--- config.mk ---
export PLATFORM = sky130hd
export DESIGN_NAME = nibble_packer
export DESIGN_NICKNAME = d
export VERILOG_FILES = /design/src/rtl/nibble_packer_pkg.sv /design/src/rtl/nibble_fifo.sv /design/src/rtl/nibble_packer.sv
export SDC_FILE = /design/constraint.sdc
export NUM_CORES = 1
export LEC_CHECK = 0
export BUFFER_PORTS_ARGS = -buffer_cell sky130_fd_sc_hd__buf_4
export CORE_ASPECT_RATIO = 0.9
export CORE_MARGIN = 2
export CORE_UTILIZATION = 52
export DETAILED_ROUTE_END_ITERATION = 16
export PLACE_DENSITY = 0.75
export SETUP_SLACK_MARGIN = 0.4
export SYNTH_ARGS = -nofsm -noshare
export SYNTH_HDL_FRONTEND = slang
export SYNTH_HIERARCHICAL = 1
export SYNTH_SLANG_ARGS = --single-unit
--- constraint.sdc ---
create_clock -name clk -period 1.8 [get_ports clk]
set_input_delay 0 -clock clk [delete_from_list [all_inputs] [get_ports clk]]
set_output_delay 0 -clock clk [all_outputs]
set_load 0.01 [all_outputs]
--- src/rtl/nibble_packer_pkg.sv ---
// nibble_packer_pkg: shared nibble width and packer FSM state type
package nibble_packer_pkg;
  localparam int NIBBLE_W = 4;
  typedef enum logic {EMPTY, FILL} state_t;
endpackage

--- src/rtl/nibble_fifo.sv ---
// nibble_fifo: DEPTH-entry sync FIFO; push/din in, pop in, dout head, full and occ out, async active-low reset
module nibble_fifo
  import nibble_packer_pkg::*;
#(
  parameter int DEPTH = 2,
  parameter type entry_t = logic
) (
  input  logic                       clk,
  input  logic                       reset,
  input  logic                       push,
  input  entry_t                     din,
  input  logic                       pop,
  output entry_t                     dout,
  output logic                       full,
  output logic [$clog2(DEPTH+1)-1:0] occ
);
  localparam int PW = DEPTH > 1 ? $clog2(DEPTH) : 1;
  localparam int OW = $clog2(DEPTH+1);
  entry_t mem_q [DEPTH];
  entry_t mem_d [DEPTH];
  logic [PW-1:0] wr_q, wr_d, rd_q, rd_d;
  logic [OW-1:0] occ_q, occ_d;
  logic do_push, do_pop;
  always_comb begin
    do_push = push && !full;
    do_pop = pop && occ_q != '0;
    mem_d = mem_q;
    if (do_push) mem_d[wr_q] = din;
    wr_d = do_push ? (wr_q == PW'(DEPTH-1) ? '0 : wr_q + 1'b1) : wr_q;
    rd_d = do_pop ? (rd_q == PW'(DEPTH-1) ? '0 : rd_q + 1'b1) : rd_q;
    occ_d = occ_q + OW'(do_push) - OW'(do_pop);
  end
  assign full = occ_q == OW'(DEPTH);
  assign occ = occ_q;
  assign dout = mem_q[rd_q];
  always_ff @(posedge clk or negedge reset) begin
    if (!reset) begin
      mem_q <= '{default: '0};
      wr_q <= '0;
      rd_q <= '0;
      occ_q <= '0;
    end else begin
      mem_q <= mem_d;
      wr_q <= wr_d;
      rd_q <= rd_d;
      occ_q <= occ_d;
    end
  end
endmodule

--- src/rtl/nibble_packer.sv ---
// nibble_packer: packs 4-bit in_data (valid/ready, in_last) LSB-first into words streamed out via out_valid/out_ready with count, last and word_count
module nibble_packer
  import nibble_packer_pkg::*;
#(
  parameter int NIBBLES = 4,
  parameter int DEPTH = 2
) (
  input  logic                         clk,
  input  logic                         reset,
  input  logic                         in_valid,
  output logic                         in_ready,
  input  logic [NIBBLE_W-1:0]          in_data,
  input  logic                         in_last,
  output logic                         out_valid,
  input  logic                         out_ready,
  output logic [NIBBLE_W*NIBBLES-1:0]  out_data,
  output logic [$clog2(NIBBLES+1)-1:0] out_count,
  output logic                         out_last,
  output logic [7:0]                   word_count
);
  localparam int W = NIBBLE_W*NIBBLES;
  localparam int KW = $clog2(NIBBLES);
  localparam int CW = $clog2(NIBBLES+1);
  typedef logic [W-1:0] word_t;
  typedef struct packed {
    word_t         data;
    logic [CW-1:0] count;
    logic          last;
  } entry_t;
  state_t state_q, state_d;
  logic [KW-1:0] k_q, k_d;
  word_t word_q, word_d, wr_word;
  logic [7:0] wc_q, wc_d;
  logic ready_q, acc, commit, full;
  entry_t push_e, head;
  logic [$clog2(DEPTH+1)-1:0] occ;
  always_comb begin
    acc = in_valid && in_ready;
    commit = acc && (in_last || k_q == KW'(NIBBLES-1));
    wr_word = word_q | (word_t'(in_data) << (NIBBLE_W*k_q));
    push_e = '{data: wr_word, count: CW'(k_q) + CW'(1), last: in_last};
    state_d = commit ? EMPTY : acc ? FILL : state_q;
    k_d = commit ? '0 : acc ? k_q + 1'b1 : k_q;
    word_d = commit ? '0 : acc ? wr_word : word_q;
    wc_d = wc_q + 8'(out_valid && out_ready);
  end
  // ready_q holds in_ready low until the first edge after reset release
  assign in_ready = ready_q && !full;
  assign out_valid = occ != '0;
  assign out_data = head.data;
  assign out_count = head.count;
  assign out_last = head.last;
  assign word_count = wc_q;
  always_ff @(posedge clk or negedge reset) begin
    if (!reset) begin
      state_q <= EMPTY;
      k_q <= '0;
      word_q <= '0;
      wc_q <= '0;
      ready_q <= 1'b0;
    end else begin
      state_q <= state_d;
      k_q <= k_d;
      word_q <= word_d;
      wc_q <= wc_d;
      ready_q <= 1'b1;
    end
  end
  nibble_fifo #(.DEPTH(DEPTH), .entry_t(entry_t)) u_fifo (
    .clk  (clk),
    .reset(reset),
    .push (commit),
    .din  (push_e),
    .pop  (out_valid && out_ready),
    .dout (head),
    .full (full),
    .occ  (occ)
  );
endmodule
==> qor.yml, run 1 <==
sta:
  report.final.setup_viol: 41
  finalCritPeriodShare_pct: 104
  fin_skew_ns: 0.00579
  setup_total_negative_slack_ns: -1.46
  final_hold_viol_count: 0
  slew_viol_final: 0
  achievable-frequency_ghz: 0.536
  setup_repair_after_global_routing_missed_its_margin: "true"
  setup_slack_after_layout_ns: -0.0648
  min_hold_slack_ns: 0.0566
  layout_min_cycle_time_ns: 1.86
cts:
  clk_buf_depth: 2
  clock_tree.root_cell: "sky130_fd_sc_hd__clkbuf_8"
  cts.clk_slew.worst_paths_ns: 0.07
  clock_sink_total: 71
  cts_made_buffers: 9
  cts_tree: "yes"
  cts.htree.levels: 3
  clk-insertion-delay-late_ns: 0.35
run:
  max-cap-violations: 0
floorplan:
  top_level_ports: 39
  starting_utilization_of_the_core_area_pct: 54.3
  placeable_area_sq_mm: 0.00615
  fp.dieW_um: 88.5
  dieHeight_um: 80.0
  core.rowCount: 27
  die_footprint_sq_mm: 0.00708
routing:
  wirelength_um: 8140
  drt_pass1_iterations: 4
  antenna_left: 0
  wire_per_inst_um: 19.6
  drc: 0
  drt_iter0_drc: 115
  dr_total_vias: 2223
  route.detailed.vias_per_inst: 5.34
status:
  failed_checks: "negative setup slack"
  outcome: "finished with violations"
critical_path:
  cp-start-kind: "register"
  critical_path_maximum_fanout: 3
  critical_path.reg2reg.endpoint: "u_fifo/occ[1]"
  rr_startpoint: "u_fifo/occ[1]"
  cp-end-kind: "register"
  reg2reg_depth: 8
  worstSetupPathType: "reg2reg"
  critical_path_arrival_ns: 2.13
  reg2reg_setup_slack_ns: -0.06
  cp_data_required_time_ns: 2.06
synth:
  syn-mean-instance-area_sq_um: 14.0
  synthFlopType: "sky130_fd_sc_hd__dfrtp_1"
  mappedNetlistNets: 253
  synth_cell_type_count: 29
  synth-warning-count: 6
  number_of_enable_type_register_cells_in_the_synthesized_netlist: 0
  synth-seq-area-share_pct: 53.2
  synth.ff_latch_count: 71
  ys_async_sr_fraction_pct: 100
  synthCells: 239
  synthesis.area_sq_mm: 0.00334
power:
  vdd.ir_drop.worst_uv: 1260
  leakage_power_uw: 0.00239
  report.power.total_uw: 8560
  cellPowerDensity_mw_per_mm2: 1780
finish:
  final_net_count: 338
  flow.area_growth_from_synthesis_pct: 43.8
  finish.cell_count_without_fillers: 416
  drive_above_1_share_pct: 62.9
  antenna_cells: 0
  postLayoutCoreUtil_pct: 78.1
min_path:
  holdCritStartpoint: "in_data[0]"
  min_delay_worst_endpoint: "u_fifo/mem_q[32]"
  hold_depth: 3
  hp-class: "in2reg"
placed_design:
  dp_cells: 374
  placement.io_buffers: 38
  detailedPlacementHpwl_um: 4310
  gpl.final_weighted_congestion: 0.785
global_routing:
  gr-usage-all-layers_pct: 22.2
  pin_count_of_the_biggest_net_entering_global_routing: 39
  antenna_violations_before_repair: 0
  grt_overflow_total: 0
  grt_pass1_vias: 2181
  grt_first_pass_wirelength_um: 11500
==> state kept, by name, indices dropped and copies added (netlist names) <==
register,count
u_fifo/mem_q,40
word_count,8
u_fifo/wr_q,1
ready_q,1
u_fifo/occ,2
k_q,2
u_fifo/rd_q,1
word_q,16
==> synthesized netlist by cell type (all sizes together) (2+ instances only) <==
library cell / instances / area, sq um
a21o: 17 / 128
a21oi: 16 / 80.1
and2: 2 / 12.5
and3: 3 / 23.8
and4b: 4 / 40.0
buf: 10 / 81.3
dfrtp: 71 / 1780
ha: 5 / 62.6
inv: 3 / 11.3
mux2: 60 / 826
nand2: 3 / 11.3
nand3: 5 / 25.0
nor2: 19 / 78.8
nor2b: 3 / 18.8
xnor2: 8 / 70.1
xor2: 2 / 17.5
==> repair_timing <==
item / CTS / global route
pin swaps: 7 / 18
resized for setup: 61 / 36
setup endpoints to repair: 71 / 89
setup buffers: 11 / 10
endpoints found under the hold margin: 75 / 0
cloned: 2 / 1
hold buffers: 2 / 0
==> final cells by class <==
type,instances,area (sq um)
multi-input combinational,155,1790
sequential,71,1780
fill,352,1350
timing repair buffer,84,885
clock buffer,13,159
tap,87,109
clock inverter,3,65.1
inverter,3,13.8
==> worst max-delay path by stage <==
stage                              from          endpoint  slack, ns
final                     u_fifo/occ[1]     u_fifo/occ[1]      -0.06
after global routing      u_fifo/occ[1]     u_fifo/occ[1]      -0.14
after CTS                 u_fifo/occ[1]  u_fifo/mem_q[30]      -0.01
after detailed placement  u_fifo/occ[1]     u_fifo/occ[1]      -0.11
after global placement    u_fifo/occ[1]     u_fifo/occ[1]      -0.03
after floorplan           u_fifo/occ[1]     u_fifo/occ[1]      -0.14
==> power by group <==
group / total, uW / switching [uW] / internal, uW
logic: 4310 / 1700 / 2610
registers: 2810 / 557 / 2260
clock network: 1430 / 576 / 855
total: 8560 / 2840 / 5720
==> per-stage QoR <==
| step | cell area [sq um] | setup WS, ns |
|---|---|---|
| floorplan | 3390 | -0.143 |
| global placement | 3920 | -0.0335 |
| detailed placement | 3920 | -0.106 |
| CTS | 4540 | -0.0111 |
| global route | 4800 | -0.144 |
| finish | 4800 | -0.0648 |
==> worst max-delay path, cell delays in order (launching register included) <==
cell and delay (ns):
sky130_fd_sc_hd__dfrtp_1 0.44, sky130_fd_sc_hd__or2_4 0.27, sky130_fd_sc_hd__and2_4 0.15, sky130_fd_sc_hd__o21a_1 0.14, sky130_fd_sc_hd__ha_4 0.28, sky130_fd_sc_hd__inv_2 0.04, sky130_fd_sc_hd__ha_4 0.15, sky130_fd_sc_hd__xnor2_2 0.17
sky130_fd_sc_hd__xnor2_1 0.15
==> cells by family (layout without fill, tap and decap cells) <==
kind of cell	count (synthesis)	count (layout)	synth area share [%]
AOI/OAI and AO/OA	35	35	6.59
muxes	60	60	24.7
xor gates and xnor gates	10	10	2.62
buffers and inverters	13	103	2.77
other	1	1	0.112
DFF	71	71	53.2
and+or+nand+nor	44	44	8.09
adders and majority gates	5	5	1.87
==> cell usage in the layout (no fill, tap or decap), types with 2 or more instances in the layout <==
| cell type | Yosys | routed |
|---|---|---|
| sky130_fd_sc_hd__a21o_1 | 17 | 17 |
| sky130_fd_sc_hd__a21oi_2 | 0 | 16 |
| sky130_fd_sc_hd__and3_4 | 1 | 2 |
| sky130_fd_sc_hd__and4b_2 | 0 | 4 |
| sky130_fd_sc_hd__buf_12 | 0 | 6 |
| sky130_fd_sc_hd__buf_16 | 0 | 2 |
| sky130_fd_sc_hd__buf_4 | 0 | 42 |
| sky130_fd_sc_hd__buf_6 | 5 | 31 |
| sky130_fd_sc_hd__bufinv_16 | 0 | 2 |
| sky130_fd_sc_hd__clkbuf_1 | 0 | 2 |
| sky130_fd_sc_hd__clkbuf_8 | 0 | 11 |
| sky130_fd_sc_hd__dfrtp_1 | 71 | 70 |
| sky130_fd_sc_hd__dlygate4sd3_1 | 0 | 2 |
| sky130_fd_sc_hd__ha_4 | 0 | 4 |
| sky130_fd_sc_hd__mux2_2 | 20 | 5 |
| sky130_fd_sc_hd__mux2_4 | 40 | 55 |
| sky130_fd_sc_hd__nand2_1 | 3 | 2 |
| sky130_fd_sc_hd__nand3_4 | 0 | 4 |
| sky130_fd_sc_hd__nor2_1 | 18 | 16 |
| sky130_fd_sc_hd__nor2_4 | 1 | 2 |
| sky130_fd_sc_hd__nor2b_1 | 3 | 2 |
| sky130_fd_sc_hd__xnor2_1 | 8 | 3 |
| sky130_fd_sc_hd__xnor2_2 | 0 | 5 |
==> per-layer routing <==
| layer | vias up | track usage [%] | routed length [um] |
|---|---|---|---|
| met5 | - | 0 | 0 |
| met1 | 1159 | 31.1 | 3640 |
| met3 | 5 | 5.48 | 231 |
| met4 | 0 | 8.03 | 48 |
| li1 | 1017 | - | - |
| met2 | 42 | 33.7 | 4210 |
(Power assumes the default switching activity.)
==> run 2, diff against run 1 <==
--- a/config.mk
+++ b/config.mk
@@ -8,9 +8,10 @@
 export BUFFER_PORTS_ARGS = -buffer_cell sky130_fd_sc_hd__buf_4
 export CORE_ASPECT_RATIO = 0.9
 export CORE_MARGIN = 2
-export CORE_UTILIZATION = 52
+export CORE_UTILIZATION = 54
+export CTS_BUF_LIST = sky130_fd_sc_hd__clkbuf_8
 export DETAILED_ROUTE_END_ITERATION = 16
-export PLACE_DENSITY = 0.75
+export PLACE_DENSITY = 0.78
 export SETUP_SLACK_MARGIN = 0.4
 export SYNTH_ARGS = -nofsm -noshare
 export SYNTH_HDL_FRONTEND = slang
==> run 2 against run 1 <==
The run still ends with negative setup slack left. Via count shrank 1.6%. Worst hold slack worse by 0.0045 ns. Sequential share of layout area is 1.1 points higher. Register-to-register slack worse by 0.09 ns. Sequential power barely moved. Clock power barely moved. Critical endpoint unchanged.
==> qor.yml, run 2 (synthesized netlist as in run 1, its figures left out) <==
critical_path:
  path_cells: "buf_6, or2_4, and2_4, o21a_4, ha_4, inv_2, ha_4, xnor2_2, xnor2_1"
  cp_data_required_time_ns: 2.05  # about the same
  reg2reg_depth: 9  # +1
  worstSetupPathType: "reg2reg"
  critical_path_arrival_ns: 2.21  # +0.08 ns
  critical_path_maximum_fanout: 2  # -1
  critical_path.reg2reg.endpoint: "u_fifo/occ[1]"
  rr_startpoint: "u_fifo/occ[0]"
  reg2reg_setup_slack_ns: -0.15  # -0.09 ns
  critical_path.most_common_cell: "sky130_fd_sc_hd__ha_4"
  cp_slowest_stage_delay_ns: 0.40  # -0.04 ns
  cp-start-kind: "register"
  path_delay_family: "adder cells"
  timing.critical_path.buf_inv: 2  # +1
  critical_path.slowest_cell: "sky130_fd_sc_hd__dfrtp_1"
  cp-end-kind: "register"
finish:
  finalInstanceArea_sq_mm: 0.00466  # -2.9%
  seq_area_sq_mm: 0.00178  # unchanged
  drive_above_1_share_pct: 58.6  # -4.3 points
  final_cell_mix: "sky130_fd_sc_hd__dfrtp_1 (70), sky130_fd_sc_hd__mux2_4 (56), sky130_fd_sc_hd__buf_4 (44), sky130_fd_sc_hd__buf_6 (25)"
  multi_input_comb_area_sq_mm: 0.00175  # -2.4%
  biggest_register: "u_fifo/mem_q"
  final_common_cell: "sky130_fd_sc_hd__dfrtp_1"
  antenna_cells: 0  # unchanged
  postLayoutCoreUtil_pct: 77.1  # -0.99 points
  final_net_count: 333  # -1.5%
  nFillCells: 347  # -1.4%
  flow.area_growth_from_synthesis_pct: 39.6
  largest_reg_flops: 40  # unchanged
routing:
  wirelength_um: 8160  # +0.32%
  dr_total_vias: 2188  # -1.6%
  route.detailed.vias_per_inst: 5.53  # +3.4%
  antenna_left: 0  # unchanged
  drt_pass1_iterations: 4  # unchanged
  wire_per_inst_um: 20.6  # +5.4%
  drc: 0  # unchanged
  drt_iter0_drc: 215  # +87%
placed_design:
  gpl.final_weighted_congestion: 0.774  # -1.4%
  placement.io_buffers: 38  # unchanged
  placedInstanceArea_sq_mm: 0.00389  # -0.73%
  detailedPlacementHpwl_um: 4380  # +1.6%
floorplan:
  die_footprint_sq_mm: 0.00683  # -3.5%
  dieHeight_um: 78.6  # -1.8%
  placeable_area_sq_mm: 0.00605  # -1.6%
  top_level_ports: 39  # unchanged
  fp.dieW_um: 86.9  # -1.8%
  starting_utilization_of_the_core_area_pct: 55.2  # +0.91 points
  core.rowCount: 27  # unchanged
cts:
  cts_tree: "yes"
  clk-insertion-delay-late_ns: 0.35  # about the same
  clk_buf_depth: 2  # unchanged
  clock_tree.root_cell: "sky130_fd_sc_hd__clkbuf_8"
  clock_sink_total: 71  # unchanged
  cts.htree.levels: 3  # unchanged
  cts_made_buffers: 9  # unchanged
  cts.clk_slew.worst_paths_ns: 0.07  # about the same
run:
  max-cap-violations: 0  # unchanged
sta:
  setup_repair_after_global_routing_missed_its_margin: "true"
  slew_viol_final: 0  # unchanged
  setup_slack_after_layout_ns: -0.152  # -0.0869 ns
  achievable-frequency_ghz: 0.512  # -4.5%
  setup_total_negative_slack_ns: -3.88  # -2.42 ns
  worst_slew_margin_relative_to_its_limit_pct: 65.1
  layout_min_cycle_time_ns: 1.95  # +0.0869 ns
  tightestPinTransition_ns: 0.521
  report.final.setup_viol: 41  # unchanged
  final_hold_viol_count: 0  # unchanged
  finalCritPeriodShare_pct: 108  # +4.8 points
  fin_skew_ns: 0.00626  # +0.000474 ns
power:
  cellPowerDensity_mw_per_mm2: 1800  # +0.80%
  vdd.ir_drop.worst_uv: 1330  # +5.9%
  leakage_power_uw: 0.00235  # -1.4%
min_path:
  min_delay_worst_endpoint: "u_fifo/mem_q[19]"
  holdCritStartpoint: "in_data[3]"
  hp-class: "in2reg"
  hold_depth: 3  # unchanged
global_routing:
  antenna_violations_before_repair: 0  # unchanged
  gr-usage-all-layers_pct: 23.2  # +0.95 points
  grt_first_pass_wirelength_um: 11800  # +3.2%
  grt_overflow_total: 0  # unchanged
  pin_count_of_the_biggest_net_entering_global_routing: 38  # -2.6%
  grt_pass1_vias: 2303  # +5.6%
status:
  failed_checks: "negative setup slack"
  outcome: "finished with violations"
[run 2: per-layer routing]
layer,GRT usage [%],up-vias,part of all wire (%)
li1,-,998,-
met1,31.2,1122,42
met2,35.1,54,52
met3,7.05,14,3.7
met4,9.06,0,1.3
met5,0,-,0
[run 2: where the power goes]
group	leakage, uW	switching, uW	internal [uW]	total, uW
combinational	0.00132	1610	2500	4110
clock	0.000112	603	853	1460
sequential	0.000917	554	2250	2810
total	0.00235	2770	5610	8380
[run 2: how the worst max path moves through the flow]
stage                       endpoint           from  cells after the start  slack, ns
detailed placement     u_fifo/occ[1]  u_fifo/occ[1]                      8      -0.10
CTS                 u_fifo/mem_q[34]  u_fifo/occ[0]                      8      -0.05
floorplan              u_fifo/occ[1]  u_fifo/occ[1]                     11      -0.14
global route           u_fifo/occ[1]  u_fifo/occ[0]                      9      -0.19
global placement       u_fifo/occ[1]  u_fifo/occ[1]                      8      -0.03
finish                 u_fifo/occ[1]  u_fifo/occ[0]                      9      -0.15
[run 2: stage by stage]
stage | hold WS, ns | cells | worst slack (ns) | power, uW
after global placement | -0.0107 | 361 | -0.0314 | 5720
after global routing | 0.0623 | 396 | -0.186 | 8800
final | 0.0521 | 396 | -0.152 | 8380
after floorplan | -0.296 | 239 | -0.143 | 4670
after CTS | 0.0415 | 388 | -0.0486 | 7810
after detailed placement | 0.00104 | 361 | -0.102 | 5830
[run 2: area by class of cell]
class / instances / area share (%)
Clock buffer: 11 / 3.25
Clock inverter: 5 / 1.72
Inverter: 3 / 0.295
Multi-Input combinational cell: 155 / 37.5
Sequential cell: 71 / 38.1
Tap cell: 72 / 1.93
Timing Repair Buffer: 79 / 17.1
[run 2: worst reg2reg max path, delay by kind of cell (launching register included)]
| kind | cells | cell delay, ns |
|---|---|---|
| simple gates | 2 | 0.40 |
| xor+xnor | 2 | 0.36 |
| fa+ha+maj | 2 | 0.41 |
| flops | 1 | 0.40 |
| compound gates | 1 | 0.12 |
| buf+inv | 2 | 0.16 |
[run 2: timing repair]
action	in CTS	in global routing
cloned	2	2
hold buffers	2	0
pin swaps	7	15
resized for setup	46	38
hold endpoints to repair	39	0
setup endpoints to repair	70	86
setup buffers	7	6
